File: src/rtl/uut_run_sequencer.sv
// ---------------------------------------------------------------------------
// uut_run_sequencer
//
// Sequences one keystream-generator run: latches key/iv/block count on start,
// holds the UUT in reset for RST_CYCLES cycles, then releases it and collects
// one 64-bit block per rising edge of end_uut into a 4-entry FIFO.
// The FIFO is drained towards a ready/valid consumer. The run ends in one of
// three ways: all blocks are collected, the watchdog expires, or the FIFO
// overflows. The UUT is put back into reset while the FIFO empties, and then
// done pulses for one cycle.
//
// Ports
//   clk, rst             clock, asynchronous active-high reset
//   start                run request (honoured only in IDLE)
//   key_i, iv_i          80-bit run parameters, latched on start
//   num_blocks_i         number of blocks to collect, latched on start
//   rst_uut              UUT reset (1 = UUT held in reset)
//   key_uut, iv_uut      latched parameters driven to the UUT
//   block_o_uut, end_uut UUT keystream block and its valid strobe
//   blk_data_o/_index_o  FIFO head entry and its sequence number
//   blk_valid_o          FIFO not empty
//   blk_ready_i          consumer accepts the head entry
//   busy, done           not-IDLE flag, one-cycle completion pulse
//   timeout_err, ovf_err sticky error flags, cleared by an accepted start
//   cycles_o             cycles from UUT release to the first end_uut rise
// ---------------------------------------------------------------------------
module uut_run_sequencer #(
    parameter int RST_CYCLES = 4,
    parameter int TIMEOUT_W  = 16
) (
    input  logic        clk,
    input  logic        rst,
    input  logic        start,
    input  logic [79:0] key_i,
    input  logic [79:0] iv_i,
    input  logic [7:0]  num_blocks_i,
    output logic        rst_uut,
    output logic [79:0] key_uut,
    output logic [79:0] iv_uut,
    input  logic [63:0] block_o_uut,
    input  logic        end_uut,
    output logic [63:0] blk_data_o,
    output logic        blk_valid_o,
    input  logic        blk_ready_i,
    output logic [7:0]  blk_index_o,
    output logic        busy,
    output logic        done,
    output logic        timeout_err,
    output logic        ovf_err,
    output logic [31:0] cycles_o
);

    localparam int DATA_W = 64;
    localparam int RCNT_W = (RST_CYCLES > 1) ? $clog2(RST_CYCLES) : 1;
    localparam logic [RCNT_W-1:0]    RST_LAST = RCNT_W'(RST_CYCLES - 1);
    // Value one below all-ones: the watchdog hits all-ones on the edge that
    // also leaves RUN.
    localparam logic [TIMEOUT_W-1:0] WD_LAST  = {{(TIMEOUT_W-1){1'b1}}, 1'b0};

    typedef enum logic [2:0] {
        IDLE,
        UUT_RST,
        RUN,
        DRAIN,
        DONE
    } state_t;

    state_t                state;
    state_t                state_d;
    logic [RCNT_W-1:0]     rst_cnt;
    logic [TIMEOUT_W-1:0]  wdog;
    logic [7:0]            nb;
    logic [7:0]            blk_cnt;
    logic                  first_seen;
    logic                  end_uut_p1;

    logic [DATA_W-1:0]     mem_data [4];
    logic [7:0]            mem_idx  [4];
    logic [1:0]            wr_ptr;
    logic [1:0]            rd_ptr;
    logic [2:0]            fifo_cnt;

    logic                  start_acc;
    logic                  push;
    logic                  pop;
    logic                  full;
    logic                  ovf;
    logic                  push_ok;
    logic                  last_blk;
    logic                  wd_hit;

    assign start_acc   = (state == IDLE) && start;
    // A rise is end_uut high now and low the cycle before; only counted in RUN.
    assign push        = (state == RUN) && end_uut && !end_uut_p1;
    assign blk_valid_o = (fifo_cnt != 3'd0);
    assign pop         = blk_valid_o && blk_ready_i;
    assign full        = (fifo_cnt == 3'd4);
    // A simultaneous pop frees a slot, so full+push+pop is not an overflow.
    assign ovf         = push && full && !pop;
    assign push_ok     = push && !ovf;
    assign last_blk    = push_ok && ((blk_cnt + 8'd1) == nb);
    assign wd_hit      = (state == RUN) && !push && (wdog == WD_LAST);

    // Head entry is forced to zero when empty so reset clears the outputs
    // without having to reset the storage array.
    assign blk_data_o  = blk_valid_o ? mem_data[rd_ptr] : '0;
    assign blk_index_o = blk_valid_o ? mem_idx[rd_ptr]  : '0;

    always_comb begin
        state_d = state;
        rst_uut = 1'b1;
        busy    = 1'b1;
        done    = 1'b0;
        case (state)
            IDLE: begin
                busy = 1'b0;
                if (start) begin
                    state_d = (num_blocks_i == 8'd0) ? DONE : UUT_RST;
                end
            end
            UUT_RST: begin
                if (rst_cnt == RST_LAST) begin
                    state_d = RUN;
                end
            end
            RUN: begin
                rst_uut = 1'b0;
                if (ovf || last_blk || wd_hit) begin
                    state_d = DRAIN;
                end
            end
            DRAIN: begin
                if (fifo_cnt == 3'd0) begin
                    state_d = DONE;
                end
            end
            DONE: begin
                done    = 1'b1;
                state_d = IDLE;
            end
            default: state_d = IDLE;
        endcase
    end

    always_ff @(posedge clk or posedge rst) begin
        if (rst) begin
            state       <= IDLE;
            rst_cnt     <= '0;
            wdog        <= '0;
            nb          <= '0;
            blk_cnt     <= '0;
            first_seen  <= 1'b0;
            end_uut_p1  <= 1'b0;
            key_uut     <= '0;
            iv_uut      <= '0;
            cycles_o    <= '0;
            timeout_err <= 1'b0;
            ovf_err     <= 1'b0;
            wr_ptr      <= '0;
            rd_ptr      <= '0;
            fifo_cnt    <= '0;
        end else begin
            state      <= state_d;
            end_uut_p1 <= end_uut;
            rst_cnt    <= (state == UUT_RST) ? rst_cnt + RCNT_W'(1) : '0;
            // Held at zero outside RUN, so it restarts on RUN entry.
            if ((state == RUN) && !push) begin
                wdog <= wdog + TIMEOUT_W'(1);
            end else begin
                wdog <= '0;
            end

            if (start_acc) begin
                key_uut     <= key_i;
                iv_uut      <= iv_i;
                nb          <= num_blocks_i;
                blk_cnt     <= '0;
                cycles_o    <= '0;
                first_seen  <= 1'b0;
                timeout_err <= 1'b0;
                ovf_err     <= 1'b0;
            end else begin
                if (push_ok) begin
                    blk_cnt <= blk_cnt + 8'd1;
                end
                if (push) begin
                    first_seen <= 1'b1;
                end else if ((state == RUN) && !first_seen && (cycles_o != '1)) begin
                    cycles_o <= cycles_o + 32'd1;
                end
                if (wd_hit) begin
                    timeout_err <= 1'b1;
                end
                if (ovf) begin
                    ovf_err <= 1'b1;
                end
            end

            if (push_ok) begin
                wr_ptr <= wr_ptr + 2'd1;
            end
            if (pop) begin
                rd_ptr <= rd_ptr + 2'd1;
            end
            fifo_cnt <= fifo_cnt + 3'(push_ok) - 3'(pop);
        end
    end

    // FIFO storage: data path, written on accepted pushes only
    always_ff @(posedge clk) begin
        if (push_ok) begin
            mem_data[wr_ptr] <= block_o_uut;
            mem_idx[wr_ptr]  <= blk_cnt;
        end
    end

endmodule

File: config.mk
export PLATFORM = sky130hd
export DESIGN_NAME = uut_run_sequencer
export DESIGN_NICKNAME = d
export VERILOG_FILES = /design/src/rtl/uut_run_sequencer.sv
export SDC_FILE = /design/constraint.sdc
export NUM_CORES = 1
export LEC_CHECK = 0
export ABC_AREA = 1
export BUFFER_PORTS_ARGS = -buffer_cell sky130_fd_sc_hd__buf_2
export CAP_MARGIN = 30
export CORE_MARGIN = 2
export CORE_UTILIZATION = 56
export CTS_BUF_LIST = sky130_fd_sc_hd__clkbuf_2 sky130_fd_sc_hd__clkbuf_4 sky130_fd_sc_hd__clkbuf_8
export DETAILED_ROUTE_END_ITERATION = 6
export MAX_ROUTING_LAYER = met4
export PLACE_DENSITY = 0.86
export SLEW_MARGIN = 20
export SYNTH_ARGS = -nofsm -noshare
export SYNTH_HDL_FRONTEND = slang
export SYNTH_SLANG_ARGS = --single-unit
File: constraint.sdc
create_clock -name clk -period 10.4 [get_ports clk]
set_clock_uncertainty 0.1 [all_clocks]
set_input_delay 1.04 -clock clk [delete_from_list [all_inputs] [get_ports clk]]
set_output_delay 1.04 -clock clk [all_outputs]
set_load 0.005 [all_outputs]
==> flow_metrics.tcl <==
set metrics [dict create \
    status "finished, final reports clean" \
    ctsHoldBuffers 0 \
    setup_viol 0 \
    hold_path_depth 1 \
    vias 17300 \
    share_seq_of_total_power 0.408 \
    relSlewSlack 0.366 \
    min-delay-start "rst_cnt[0]$_DFF_PP0_" \
    critical_path_class "reg2out" \
    worstPathRequired_ps 9260 \
    grt_pass1_vias 17100 \
    num-fill-cells 2771 \
    multi_input_area_um2 6330 \
    cts_tree "yes" \
    post-place-ws_ps 6490 \
    critical_path.endpoint_type "output pin" \
    detailed_place_hpwl_mm 37.5 \
    leakagePower_uw 0.0120 \
    p_sw_frac 0.367 \
    rows 72 \
    crit_arrival_ps 3130 \
    wl_mm 57.9 \
    hold_violations 0 \
    antenna_found_initial 7 \
    root_buffer "clkbuf_8" \
    vdd_ir_drop_max_mv 0.204 \
    synthTopCellsByArea "edfxtp_1, dfrtp_1, nand2_1" \
    syn_nets 2408 \
    postRouteAntennaNets 0 \
    fin_ws_ps 6130 \
    combinationalPowerShare 0.343 \
    area_delta_synth_final_pct 21.7 \
    r2r_start "state[0]$_DFFE_PP0P_" \
    synth_flop_cell "edfxtp_1" \
    portBuffers 506 \
    die_y_um 201 \
    dr.pass1.iters 5 \
    ys_ff_latch 528 \
    io_pins 507 \
    synthMuxAreaShare 0 \
    critPathMaxFanout 68 \
    yosys.area.top_type "edfxtp_1" \
    clkPwrFrac 0.250 \
    grt_setup_unrepaired "false" \
    synth_top_family_by_area "simple AND/OR/NAND/NOR gates" \
    grt_max_degree 185 \
    cts-htree-levels 3 \
    cp_cell_sequence "clkinv_2, buf_4, buf_12, o21ai_0, a21oi_1, buf_2" \
    power_density_nw_per_um2 270 \
    postSynthAreaPerCell_um2 10.0 \
    syn-instance-count 2160 \
    cp-start-kind "flip-flop" \
    grt_overflow_total 0 \
    globalplace.congestion 0.955 \
    first_iter_violations 1478 \
    path_clk_slew_ps 60 \
    yosys_warnings 0 \
    fmax_ghz 0.234 \
    tns_ps 0 \
    period_share 0.411 \
    post_cts_buffers 0 \
    maxCapViolations 0 \
    reg2reg_depth 8 \
    cts_max_path_buffers 3 \
    synth_top_area_share 0.399 \
    async_reset_ff_frac 0.455 \
    synth.distinct_cells 36 \
    max_stage_delay_ps 670 \
    hold_path_class "reg2reg" \
    final_max_slew_viol_count 0 \
    cts_sinks 528 \
    vias_per_cell 5.31 \
    post_cts_resized 0 \
    worstMarginPinSlew_ps 950 \
    wl_per_cell_um 17.8 \
    numCtsBuffers 85 \
    start_util 0.565 \
    drive_gt1_frac 0.254 \
    die_width_um 201 \
    seq_area_frac_synth 0.676 \
    core_area_um2 38400 \
    drc 0 \
    crit_start "rd_ptr[0]$_DFFE_PP0N_" \
    slowest_stage "dfrtp_4" \
    fin_crit_ps 4270 \
    synth_adder_area_share 0.00670 \
    dieArea_um2 40300 \
    synth_compound_area_frac 0.0641 \
    syn-cell-area_um2 21700 \
    nets 2914 \
    switchingPower_uw 2620 \
    p_int_uw 4510 \
    yosys.area_share.simple 0.207 \
    seq_area_um2 14700 \
    grtUsageTotal 0.292 \
    synth_edf_count 288 \
    synth_xor_area_frac 0.0125 \
    grt_pass1_wl_mm 90.2 \
    clock_latency_ps 640 \
]
-- layout make-up --
class / instances / share of cell area
Antenna cell: 10 / 0.000949
Clock buffer: 125 / 0.0588
Timing Repair Buffer: 522 / 0.103
Inverter: 76 / 0.0113
Multi-Input combinational cell: 1453 / 0.240
Tap cell: 518 / 0.0246
Clock inverter: 25 / 0.00555
Sequential cell: 528 / 0.556
-- layer usage --
metal	vias to the layer above	routed length, um	part of all wire	track usage
met4	0	1440	0.025	0.0889
met2	784	29000	0.50	0.478
met1	8257	22900	0.40	0.368
li1	8125	-	-	-
met5	-	0	0	-
met3	113	4580	0.079	0.0627
-- cell families (layout without fill, tap and decap cells) --
| logic type | after synthesis | after routing |
|---|---|---|
| AND/OR/NAND/NOR | 1138 | 1138 |
| flip-flops | 528 | 528 |
| AO/OA/AOI/OAI | 273 | 273 |
| buffers and inverters | 179 | 748 |
| XOR/XNOR | 31 | 31 |
| adder cells (fa/ha/maj) | 11 | 11 |
| other | 0 | 10 |
-- synthesized netlist by cell type (9+ instances only) --
| master | count |
|---|---|
| a21oi_1 | 83 |
| buf_1 | 17 |
| buf_2 | 18 |
| clkbuf_1 | 65 |
| dfrtp_1 | 240 |
| edfxtp_1 | 288 |
| ha_1 | 10 |
| inv_1 | 66 |
| inv_2 | 10 |
| nand2_1 | 649 |
| nand3_1 | 50 |
| nand4_1 | 11 |
| nor2_1 | 380 |
| nor3_1 | 25 |
| o21ai_0 | 168 |
| o21ai_1 | 9 |
| xnor2_1 | 14 |
| xor2_1 | 17 |
-- state kept, by name, indices dropped and copies added (netlist names), 2 cells and up --
| signal | cells |
|---|---|
| state | 3 |
| fifo_cnt | 3 |
| rd_ptr | 2 |
| cycles_o | 32 |
| key_uut | 80 |
| rst_cnt | 2 |
| wr_ptr | 2 |
| mem_data | 256 |
| blk_cnt | 8 |
| wdog | 16 |
| nb | 8 |
| iv_uut | 80 |
| mem_idx | 32 |
-- cells in the final DEF (no fill, tap or decap), types with 2 or more instances in the layout --
cell      count
o22ai_1       6
ha_1         10
nor2_2        4
a21o_1        2
nand3_1      50
nor3_1       25
nand4_1      11
inv_1        64
buf_4        12
inv_2         9
clkinv_2      9
xor2_1       17
inv_6         2
buf_12        3
clkinv_1     13
nor3b_1       4
nor2_1      374
diode_2      10
dfrtp_1     238
edfxtp_1    288
o21ai_0     168
nor2_4        7
xnor2_1      14
nand2_2       6
inv_8         2
nand2_1     649
o21a_1        2
buf_2       506
nor4_1        3
a21oi_1      83
clkbuf_8     98
a31oi_1       2
clkbuf_4     27
o21ai_1       9
-- power groups by stage --
stage | Sequential, uW | Clock [uW] | Combinational [uW]
global placement | 2910 | 0 | 2310
detailed placement | 2930 | 0 | 2400
global route | 2950 | 1900 | 2710
finish | 2910 | 1780 | 2440
floorplan | 2900 | 0 | 1370
CTS | 2900 | 1800 | 2420
-- final timing paths --
kind / end / slack, ps
max: blk_index_o[7] / 6130
min: rst_cnt[0]$_DFF_PP0_ / 330
max reg2reg: mem_data[1][20]$_DFFE_PP_ / 7160
min reg2reg: rst_cnt[0]$_DFF_PP0_ / 330
max in group asynchronous: rd_ptr[1]$_DFFE_PP0N_ / 8450
min in group asynchronous: iv_uut[23]$_DFFE_PP0P_ / 460
-- worst max-delay path: cells and delay by family, from the launching register on --
family	cells	cell delay (ps)
buffers and inverters	4	1330
flip-flops	1	670
AO/OA/AOI/OAI	2	440
-- per-stage QoR --
step / hold slack [ps] / cell area, um2 / power (uW) / util / std cells
after floorplan: 310 / 21700 / 4270 / - / 2160
after global placement: 318 / 24600 / 5220 / 0.640 / 3094
after detailed placement: 329 / 24600 / 5330 / 0.640 / 3094
after CTS: 337 / 26300 / 7110 / 0.685 / 3244
after global routing: 355 / 26400 / 7560 / 0.687 / 3254
final: 332 / 26400 / 7130 / 0.687 / 3257
No activity file was read; power rests on OpenSTA's default activity.
